File: config.mk
export PLATFORM = sky130hd
export DESIGN_NAME = gecko_run_sequencer
export DESIGN_NICKNAME = d
export VERILOG_FILES = /design/src/rtl/gecko_run_sequencer_pkg.sv /design/src/rtl/gecko_run_sequencer.sv
export SDC_FILE = /design/constraint.sdc
export NUM_CORES = 1
export LEC_CHECK = 0
export CAP_MARGIN = 10
export CORE_MARGIN = 2
export CORE_UTILIZATION = 50
export DETAILED_ROUTE_END_ITERATION = 12
export GPL_ROUTABILITY_DRIVEN = 1
export PLACE_DENSITY = 0.86
export SETUP_SLACK_MARGIN = 0.1
export SYNTH_ARGS = -nofsm -noshare
export SYNTH_HDL_FRONTEND = slang
export SYNTH_SLANG_ARGS = --single-unit
File: constraint.sdc
create_clock -name clk -period 6.8 [get_ports clk]
set_input_delay 0.68 -clock clk [delete_from_list [all_inputs] [get_ports clk]]
set_output_delay 0.68 -clock clk [all_outputs]
set_load 0.005 [all_outputs]
File: src/rtl/gecko_run_sequencer_pkg.sv
// -----------------------------------------------------------------------------
// gecko_run_sequencer_pkg
//   Shared types and constants for the gecko run sequencer.
//   - gecko_run_seq_state_t : sequencer FSM states
//   - GECKO_RUN_SEQ_FLAG_MASK_CYCLES : RUN cycles during which the core's
//     finished/faulted flags are ignored (flags may be stale right after reset)
//   - helpers for the saturating 16-bit counters and core-reset decode
// -----------------------------------------------------------------------------
package gecko_run_sequencer_pkg;

  typedef enum logic [3:0] {
    IDLE,
    HOLD,
    RUN,
    RD_REQ,
    RD_RESP,
    WR_REQ,
    WR_RESP,
    CHECK,
    DONE
  } gecko_run_seq_state_t;

  localparam int unsigned GECKO_RUN_SEQ_FLAG_MASK_CYCLES = 2;

  // Counters stick at all-ones rather than wrapping.
  function automatic logic [15:0] gecko_sat_inc16(input logic [15:0] v);
    return (v == 16'hFFFF) ? v : v + 16'd1;
  endfunction

  // The core must be out of reset while running and while its memory is
  // accessed, since the supervisor port reaches memory through the core.
  function automatic logic gecko_core_active(input gecko_run_seq_state_t s);
    return (s == RUN) || (s == RD_REQ) || (s == RD_RESP) ||
           (s == WR_REQ) || (s == WR_RESP);
  endfunction

endpackage

File: src/rtl/gecko_run_sequencer.sv
// -----------------------------------------------------------------------------
// gecko_run_sequencer
//   Supervisor-side controller that runs a program on gecko_micro repeatedly.
//   Each run: hold core in reset for RESET_CYCLES, release it, wait for
//   finished_flag/faulted_flag. On finish, read the result word at
//   RESULT_ADDR and write it back to SEED_ADDR for the next run.
//
//   Optional build macro: GECKO_RUN_SEQ_TIMEOUT_EN
//     defined   : watchdog of TIMEOUT_CYCLES in RUN; expiry is treated as a
//                 fault and sets the sticky timed_out flag.
//     undefined : RUN waits indefinitely; timed_out is constant 0.
//
// Ports:
//   clk, rst            clock, asynchronous active-high reset
//   start, num_runs     begin a sequence (IDLE/DONE only); 0 runs = unlimited
//   core_rst            reset into gecko_micro
//   finished_flag,
//   faulted_flag        run status from the core
//   req_*               supervisor std_mem request channel
//   resp_*              supervisor std_mem response channel
//   busy, done          status (busy outside IDLE/DONE, done in DONE)
//   result,
//   result_valid        last captured result word, one-cycle update pulse
//   run_count,
//   fault_count         completed runs / faulted runs (saturating)
//   timed_out           last fault came from the watchdog (sticky)
// -----------------------------------------------------------------------------
module gecko_run_sequencer
  import gecko_run_sequencer_pkg::*;
#(
  parameter int unsigned           ADDR_WIDTH     = 32,
  parameter int unsigned           DATA_WIDTH     = 32,
  parameter logic [ADDR_WIDTH-1:0] RESULT_ADDR    = '0,
  parameter logic [ADDR_WIDTH-1:0] SEED_ADDR      = '0,
  parameter int unsigned           RESET_CYCLES   = 20,
  parameter int unsigned           TIMEOUT_CYCLES = 1 << 20
) (
  input  logic                    clk,
  input  logic                    rst,
  input  logic                    start,
  input  logic [15:0]             num_runs,
  output logic                    core_rst,
  input  logic                    finished_flag,
  input  logic                    faulted_flag,
  output logic                    req_valid,
  input  logic                    req_ready,
  output logic                    req_read_enable,
  output logic [DATA_WIDTH/8-1:0] req_write_enable,
  output logic [ADDR_WIDTH-1:0]   req_addr,
  output logic [DATA_WIDTH-1:0]   req_data,
  input  logic                    resp_valid,
  output logic                    resp_ready,
  input  logic [DATA_WIDTH-1:0]   resp_data,
  output logic                    busy,
  output logic                    done,
  output logic [DATA_WIDTH-1:0]   result,
  output logic                    result_valid,
  output logic [15:0]             run_count,
  output logic [15:0]             fault_count,
  output logic                    timed_out
);

  localparam int unsigned HOLD_W = (RESET_CYCLES > 1) ? $clog2(RESET_CYCLES) : 1;
  localparam logic [HOLD_W-1:0] HOLD_LAST = HOLD_W'(RESET_CYCLES - 1);
  localparam int unsigned MASK_W = $clog2(GECKO_RUN_SEQ_FLAG_MASK_CYCLES + 1);
  localparam logic [MASK_W-1:0] MASK_DONE = MASK_W'(GECKO_RUN_SEQ_FLAG_MASK_CYCLES);

  gecko_run_seq_state_t state_q, state_d;

  logic [HOLD_W-1:0]       hold_cnt_q;
  logic [MASK_W-1:0]       mask_cnt_q;
  logic [15:0]             num_runs_q;
  logic [15:0]             run_count_q;
  logic [15:0]             fault_count_q;
  logic [DATA_WIDTH-1:0]   result_q;
  logic                    result_valid_q;

  logic                    core_rst_q;
  logic                    req_valid_q;
  logic                    req_read_enable_q;
  logic [DATA_WIDTH/8-1:0] req_write_enable_q;
  logic [ADDR_WIDTH-1:0]   req_addr_q;
  logic [DATA_WIDTH-1:0]   req_data_q;
  logic                    resp_ready_q;
  logic                    busy_q;
  logic                    done_q;

  logic start_ok;
  logic flags_live;
  logic real_fault;
  logic timeout_hit;
  logic run_fault;
  logic rd_capture;

  assign start_ok   = start && ((state_q == IDLE) || (state_q == DONE));
  assign flags_live = (mask_cnt_q == MASK_DONE);
  assign real_fault = (state_q == RUN) && flags_live && faulted_flag;
  assign run_fault  = real_fault || timeout_hit;
  assign rd_capture = (state_q == RD_RESP) && resp_valid;

`ifdef GECKO_RUN_SEQ_TIMEOUT_EN
  localparam int unsigned WD_W = $clog2(TIMEOUT_CYCLES + 1);
  localparam logic [WD_W-1:0] WD_LAST = WD_W'(TIMEOUT_CYCLES - 1);

  logic [WD_W-1:0] wd_q;
  logic            timed_out_q;

  assign timeout_hit = (state_q == RUN) && (wd_q == WD_LAST);
  assign timed_out   = timed_out_q;

  always_ff @(posedge clk or posedge rst) begin
    if (rst) begin
      wd_q        <= '0;
      timed_out_q <= 1'b0;
    end else begin
      wd_q <= (state_q == RUN) ? wd_q + WD_W'(1) : '0;
      if (start_ok) begin
        timed_out_q <= 1'b0;
      end else if (timeout_hit && !real_fault) begin
        timed_out_q <= 1'b1;
      end
    end
  end
`else
  assign timeout_hit = 1'b0;
  assign timed_out   = 1'b0;
`endif

  always_comb begin
    state_d = state_q;
    unique case (state_q)
      IDLE, DONE: if (start) state_d = HOLD;
      HOLD:       if (hold_cnt_q == HOLD_LAST) state_d = RUN;
      RUN: begin
        // Fault (or watchdog) takes priority over a simultaneous finish.
        if (run_fault)                        state_d = CHECK;
        else if (flags_live && finished_flag) state_d = RD_REQ;
      end
      RD_REQ:     if (req_ready)  state_d = RD_RESP;
      RD_RESP:    if (resp_valid) state_d = WR_REQ;
      WR_REQ:     if (req_ready)  state_d = WR_RESP;
      WR_RESP:    if (resp_valid) state_d = CHECK;
      CHECK: begin
        if ((num_runs_q != 16'd0) && (run_count_q == num_runs_q)) state_d = DONE;
        else                                                       state_d = HOLD;
      end
      default:    state_d = IDLE;
    endcase
  end

  // Outputs are registered from the next state so they line up with state_q.
  always_ff @(posedge clk or posedge rst) begin
    if (rst) begin
      state_q            <= IDLE;
      hold_cnt_q         <= '0;
      mask_cnt_q         <= '0;
      num_runs_q         <= '0;
      run_count_q        <= '0;
      fault_count_q      <= '0;
      result_q           <= '0;
      result_valid_q     <= 1'b0;
      core_rst_q         <= 1'b1;
      req_valid_q        <= 1'b0;
      req_read_enable_q  <= 1'b0;
      req_write_enable_q <= '0;
      req_addr_q         <= '0;
      req_data_q         <= '0;
      resp_ready_q       <= 1'b0;
      busy_q             <= 1'b0;
      done_q             <= 1'b0;
    end else begin
      state_q    <= state_d;
      hold_cnt_q <= (state_q == HOLD) ? hold_cnt_q + HOLD_W'(1) : '0;

      if (state_q != RUN)  mask_cnt_q <= '0;
      else if (!flags_live) mask_cnt_q <= mask_cnt_q + MASK_W'(1);

      if (start_ok) begin
        num_runs_q    <= num_runs;
        run_count_q   <= '0;
        fault_count_q <= '0;
      end else if ((state_q == RUN) && run_fault) begin
        run_count_q   <= gecko_sat_inc16(run_count_q);
        fault_count_q <= gecko_sat_inc16(fault_count_q);
      end else if ((state_q == WR_RESP) && resp_valid) begin
        run_count_q   <= gecko_sat_inc16(run_count_q);
      end

      result_valid_q <= rd_capture;
      if (rd_capture) result_q <= resp_data;

      core_rst_q         <= !gecko_core_active(state_d);
      req_valid_q        <= (state_d == RD_REQ) || (state_d == WR_REQ);
      req_read_enable_q  <= (state_d == RD_REQ);
      req_write_enable_q <= (state_d == WR_REQ) ? '1 : '0;
      req_addr_q         <= (state_d == RD_REQ) ? RESULT_ADDR :
                            (state_d == WR_REQ) ? SEED_ADDR : '0;
      // Write data comes straight from the read response so it is valid on
      // the first WR_REQ cycle; it then holds until the handshake.
      if (rd_capture)              req_data_q <= resp_data;
      else if (state_d != WR_REQ)  req_data_q <= '0;
      resp_ready_q       <= (state_d == RD_RESP) || (state_d == WR_RESP);
      busy_q             <= (state_d != IDLE) && (state_d != DONE);
      done_q             <= (state_d == DONE);
    end
  end

  assign core_rst         = core_rst_q;
  assign req_valid        = req_valid_q;
  assign req_read_enable  = req_read_enable_q;
  assign req_write_enable = req_write_enable_q;
  assign req_addr         = req_addr_q;
  assign req_data         = req_data_q;
  assign resp_ready       = resp_ready_q;
  assign busy             = busy_q;
  assign done             = done_q;
  assign result           = result_q;
  assign result_valid     = result_valid_q;
  assign run_count        = run_count_q;
  assign fault_count      = fault_count_q;

endmodule

; Word level (Yosys, flattened, before mapping)
; Cells that the tools add are included.
[totals]
out_inout_bits = 140
input_bits = 55
word_cells = 92
ff_bits = 134
[classes]
n_eq_ne = 24
n_addsub = 4
reduce_logical = 25
n_mux = 23
[ops]
columns = operator, n
row1 = two-way mux 16 bit, 7
row2 = two-way mux 32 bit, 2
row3 = two-way mux 4 bit, 10
row4 = "adder 16 x 1 -> 16 bit, second input constant", 2
row5 = "== test 16 bit, second input constant", 2
row6 = one-hot mux 4 bit (8 select lines), 1
row7 = "== test 4 x 3 -> 1 bit, second input constant", 7
row8 = == test 16 bit, 1
row9 = "== test 4 x 2 -> 1 bit, second input constant", 4
row10 = nonzero test 16 bit, 1
row11 = logical AND 1 bit, 9
row12 = "== test 4 bit, second input constant", 2
row13 = logical OR 1 bit, 7
row14 = "adder 5 x 1 -> 5 bit, second input constant", 1
row15 = "== test 5 bit, second input constant", 1
row16 = two-way mux 5 bit, 1
row17 = "== test 4 x 1 -> 1 bit, second input constant", 1
row18 = logical NOT 4 bit, 1
row19 = two-way mux 2 bit, 2
row20 = "!= test 4 x 2 -> 1 bit, second input constant", 1
row21 = "!= test 4 x 3 -> 1 bit, second input constant", 1
row22 = "!= test 4 bit, second input constant", 1
row23 = nonzero test 2 bit, 2
row24 = nonzero test 4 bit, 1
row25 = other kinds (8), 8

; Logic depth before layout (Yosys ltp)
[depth]
depth_word = 11
depth_mapped = 8
depth_no_buf = 7

; Least setup slack after synthesis
; OpenSTA, ideal clock, no wires.
[synth_timing]
path_type = in2reg
start = input resp_valid
end = register result_q[0], in the netlist result[0]
setup_time_ps = 125
required_ps = 6675
cell_stages = 5
n_path_buf = 2
t_arrival_ps = 1947
path_slack_ps = 4728
cell_sequence = nand3b_1 -> nor3_1 -> clkbuf_1 -> clkbuf_1 -> mux2_2
[synth_between]
elab_chain_cells = 1
[synth_lines]
columns = element, line_no
row1 = "start, declared", gecko_run_sequencer.sv:51  ; input logic resp_valid,
row2 = logical AND 1 bit, gecko_run_sequencer.sv:99  ; assign rd_capture = (state_q == RD_RESP) && resp_valid;
row3 = "end signal, assigned", gecko_run_sequencer.sv:190  ; if (rd_capture) result_q <= resp_data;
row4 = "end, declared", gecko_run_sequencer.sv:75  ; logic [DATA_WIDTH-1:0] result_q;
; Every way passes these cells.
; A chain may end at the register's enable or synchronous reset.

; Worst setup path in the final report
[layout_timing]
start = register state_q[0]
end = register run_count_q[15], in the netlist run_count[15]
[layout_between]
elab_chain_cells = 6
elab_cells_between_ends = 13
classes_between = 3 x eq/ne / 2 x mux / 8 x reduce/logical
[layout_lines]
columns = element, line_no
row1 = "start, declared", gecko_run_sequencer.sv:68  ; gecko_run_seq_state_t state_q, state_d;
row2 = "start signal, assigned", gecko_run_sequencer.sv:172  ; state_q <= state_d;
row3 = == test 4 x 2 -> 1 bit, "gecko_run_sequencer.sv:97, gecko_run_sequencer.sv:182"
row4 = logical AND 1 bit (2 in series), gecko_run_sequencer.sv:97  ; assign real_fault = (state_q == RUN) && flags_live && faulted_flag;
row5 = logical AND 1 bit, gecko_run_sequencer.sv:182  ; end else if ((state_q == RUN) && run_fault) begin
row6 = two-way mux 16 bit, gecko_run_sequencer.sv:182
row7 = two-way mux 16 bit, gecko_run_sequencer.sv:178  ; if (start_ok) begin
row8 = "end signal, assigned", gecko_run_sequencer.sv:183  ; run_count_q <= gecko_sat_inc16(run_count_q);
row9 = "end signal, assigned", gecko_run_sequencer.sv:186  ; run_count_q <= gecko_sat_inc16(run_count_q);
row10 = "end, declared", gecko_run_sequencer.sv:73  ; logic [15:0] run_count_q;
; Several ways; a longest one is shown, not always the timed one.

==> impl_metrics.tcl <==
set metrics [dict create \
    synth_area_leaders "dfrtp_1 (54%), mux2_2 (6.0%), xnor2_1 (5.4%)" \
    drtIter0Drc 320 \
    hold_ws_ns 0.473 \
    crit_required_ns 7.11 \
    num_vias 4672 \
    initial_utilization_pct 50.8 \
    clockBufferDepth 2 \
    fin_setup_tns_ns 0 \
    antenna_cells 0 \
    whs_path_depth 1 \
    r2r-end "run_count[15]$_DFFE_PP0P_" \
    end_kind "register" \
    die_area_um2 13000 \
    ir_worst_vdd_mv 0.217 \
    regToRegStartpoint "state_q[0]$_DFF_PP0_" \
    grt_use_total_pct 24.2 \
    fmaxAchievable_mhz 399 \
    routedWlPerCell_um 17.7 \
    r2r_setup_slack_ns 4.30 \
    tightest_slew_ns 0.926 \
    die-width_um 114 \
    synth.most_common_cell "dfrtp_1" \
    antenna_found_initial 0 \
    syn_inst 543 \
    dp_hpwl_um 10300 \
    syn_area_um2 6050 \
    ctsRootBufferMaster "clkbuf_16" \
    hp-class "register to register" \
    grt_pass1_vias 4698 \
    synth_edf_count 0 \
    rsz0062_at_grt "no" \
    crit_start "state_q[0]$_DFF_PP0_" \
    grt_max_degree 76 \
    ctsResizeCount 0 \
    num_rows 40 \
    power_density_nw_per_um2 344 \
    hold_end "hold_cnt_q[0]$_DFF_PP0_" \
    ys_seq_area_share_pct 54.2 \
    clkLatencyLatePin_ns 0.42 \
    p_leak_nw 3.53 \
    netlist_top_cells_count "dfrtp_1 (130), nand2_1 (66), nor2_1 (43), buf_4 (37), xnor2_1 (37)" \
    finalHoldViolCount 0 \
    gr-total-overflow 0 \
    maxSlewViolCount 0 \
    firstDrtPassIters 5 \
    drc 0 \
    yosysTopAreaCell "dfrtp_1" \
    cts_tree "built" \
    fin_skew_ns 0.0105 \
    reg2reg_depth 5 \
    ys.flop_type "dfrtp_1" \
    ios 195 \
    avgSynthCellArea_um2 11.1 \
    fin_crit_sh_pct 36.8 \
    synth_top_area_share_pct 53.8 \
    h-tree-depth 4 \
    setup_viol_count_final 0 \
    ys_seq_elements 131 \
    final_layout_size_suffix_gt1_share_pct 12.2 \
    slew_headroom_pct 37.7 \
    critPathMaxFanout 13 \
    clock-sinks 131 \
    max_cap_violations 0 \
    criticalPathCategory "register to register" \
    status "finished, final reports clean" \
    cts_setup_buffers 0 \
    arrival_ns 2.82 \
    vias_per_cell 5.45 \
    worstSetupStartpointType "register" \
    die_h_um 114 \
    ys_async_sr_fraction_pct 100 \
    wl_um 15200 \
    place_congestion 0.871 \
    path_clk_slew_ns 0.06 \
    ctsHoldBuffers 0 \
    preCtsSetupSlack_ns 4.02 \
    cts_made_buffers 17 \
    coreArea_um2 11900 \
    fin_crit_ns 2.50 \
    min-delay-start "hold_cnt_q[0]$_DFF_PP0_" \
    nets 757 \
    area_delta_synth_final_pct 36.1 \
    io_buffers 161 \
    ys_warn_count 0 \
    fin_ws_ns 4.30 \
    post_synth_num_cell_types 51 \
    grt_first_pass_wirelength_um 24200 \
    ant_nets 0 \
]
through the flow:
stage               power (mW)  std cells  util, %  cell area, µm²
floorplan                 1.51        575        -            6170
global placement          1.88        825     64.1            7630
detailed placement        1.92        825     64.1            7630
CTS                       2.85        857     69.1            8230
global route              2.96        858     69.1            8230
finish                    2.83        858     69.1            8230
area by class of cell:
| cell class | count | area, µm² |
|---|---|---|
| fill | 835 | 3680 |
| sequential | 131 | 3280 |
| multi-input combinational | 372 | 2480 |
| timing repair buffer | 167 | 1650 |
| clock buffer | 25 | 495 |
| tap | 147 | 184 |
| clock inverter | 7 | 100 |
| inverter | 9 | 36.3 |
flip-flops by register name, summed over array words and instances, names as in the netlist, 2 cells and up:
register,cells
mask_cnt_q,2
num_runs_q,16
state_q,4
result,32
req_data,32
hold_cnt_q,5
run_count,16
fault_count,16
cells in the final DEF, fill, tap and decap left out, types with 3 or more instances in the layout:
cell and instances:
or3_1 6, a211oi_1 3, and2_1 3, clkdlybuf4s50_1 161, nor2_1 43, nor4_1 6
nor3_1 15, inv_1 8, clkinvlp_4 3, a2111oi_2 4, a21oi_1 9, conb_1 33
nand2_1 66, nand3_1 13, ha_1 4, buf_4 5, clkbuf_16 17, mux2i_1 3
dfrtp_1 130, mux2_2 32, nor4_2 3, xor2_1 7, clkbuf_8 4, clkbuf_1 4
xnor2_1 37, nand4_1 16, a22o_1 32, o21ai_0 6
worst max path at each step:
stage	end	slack [ns]
2_1_floorplan	busy$_DFF_PP0_	2.62
3_3_place_gp	run_count[15]$_DFFE_PP0P_	4.13
3_5_place_dp	busy$_DFF_PP0_	4.02
4_1_cts	run_count[14]$_DFFE_PP0P_	4.32
5_1_grt	run_count[14]$_DFFE_PP0P_	4.18
6_report	run_count[15]$_DFFE_PP0P_	4.30
critical path: stages, from the launching register on:
cell and delay [ns]:
dfrtp_1 0.49, or4b_1 0.71, o32a_2 0.42, a21oi_1 0.43, a21oi_1 0.12, a31o_2 0.23
power by group:
part	internal (mW)	total [mW]	switching (mW)
logic	0.458	0.795	0.336
clock network	0.580	0.914	0.335
registers	0.974	1.12	0.145
cells by family (layout without fill, tap and decap cells):
group,after synthesis,in the layout,share of synthesized area (%)
AO/OA/AOI/OAI,64,64,8.97
flip-flops,131,131,54.2
buffers and inverters,72,208,6.99
adder cells (fa/ha/maj),4,4,0.827
multiplexers,35,35,6.45
AND/OR/NAND/NOR,192,192,16.1
XOR/XNOR,44,44,6.37
other,1,33,0.0620
routing by layer:
layer  share of wire [%]  global-route usage [%]
met4                 3.5                    12.0
met1                  40                    29.9
met2                  52                    40.0
met3                 4.9                    5.42
met5                   0                       0
No activity file was read; power rests on OpenSTA's default activity.
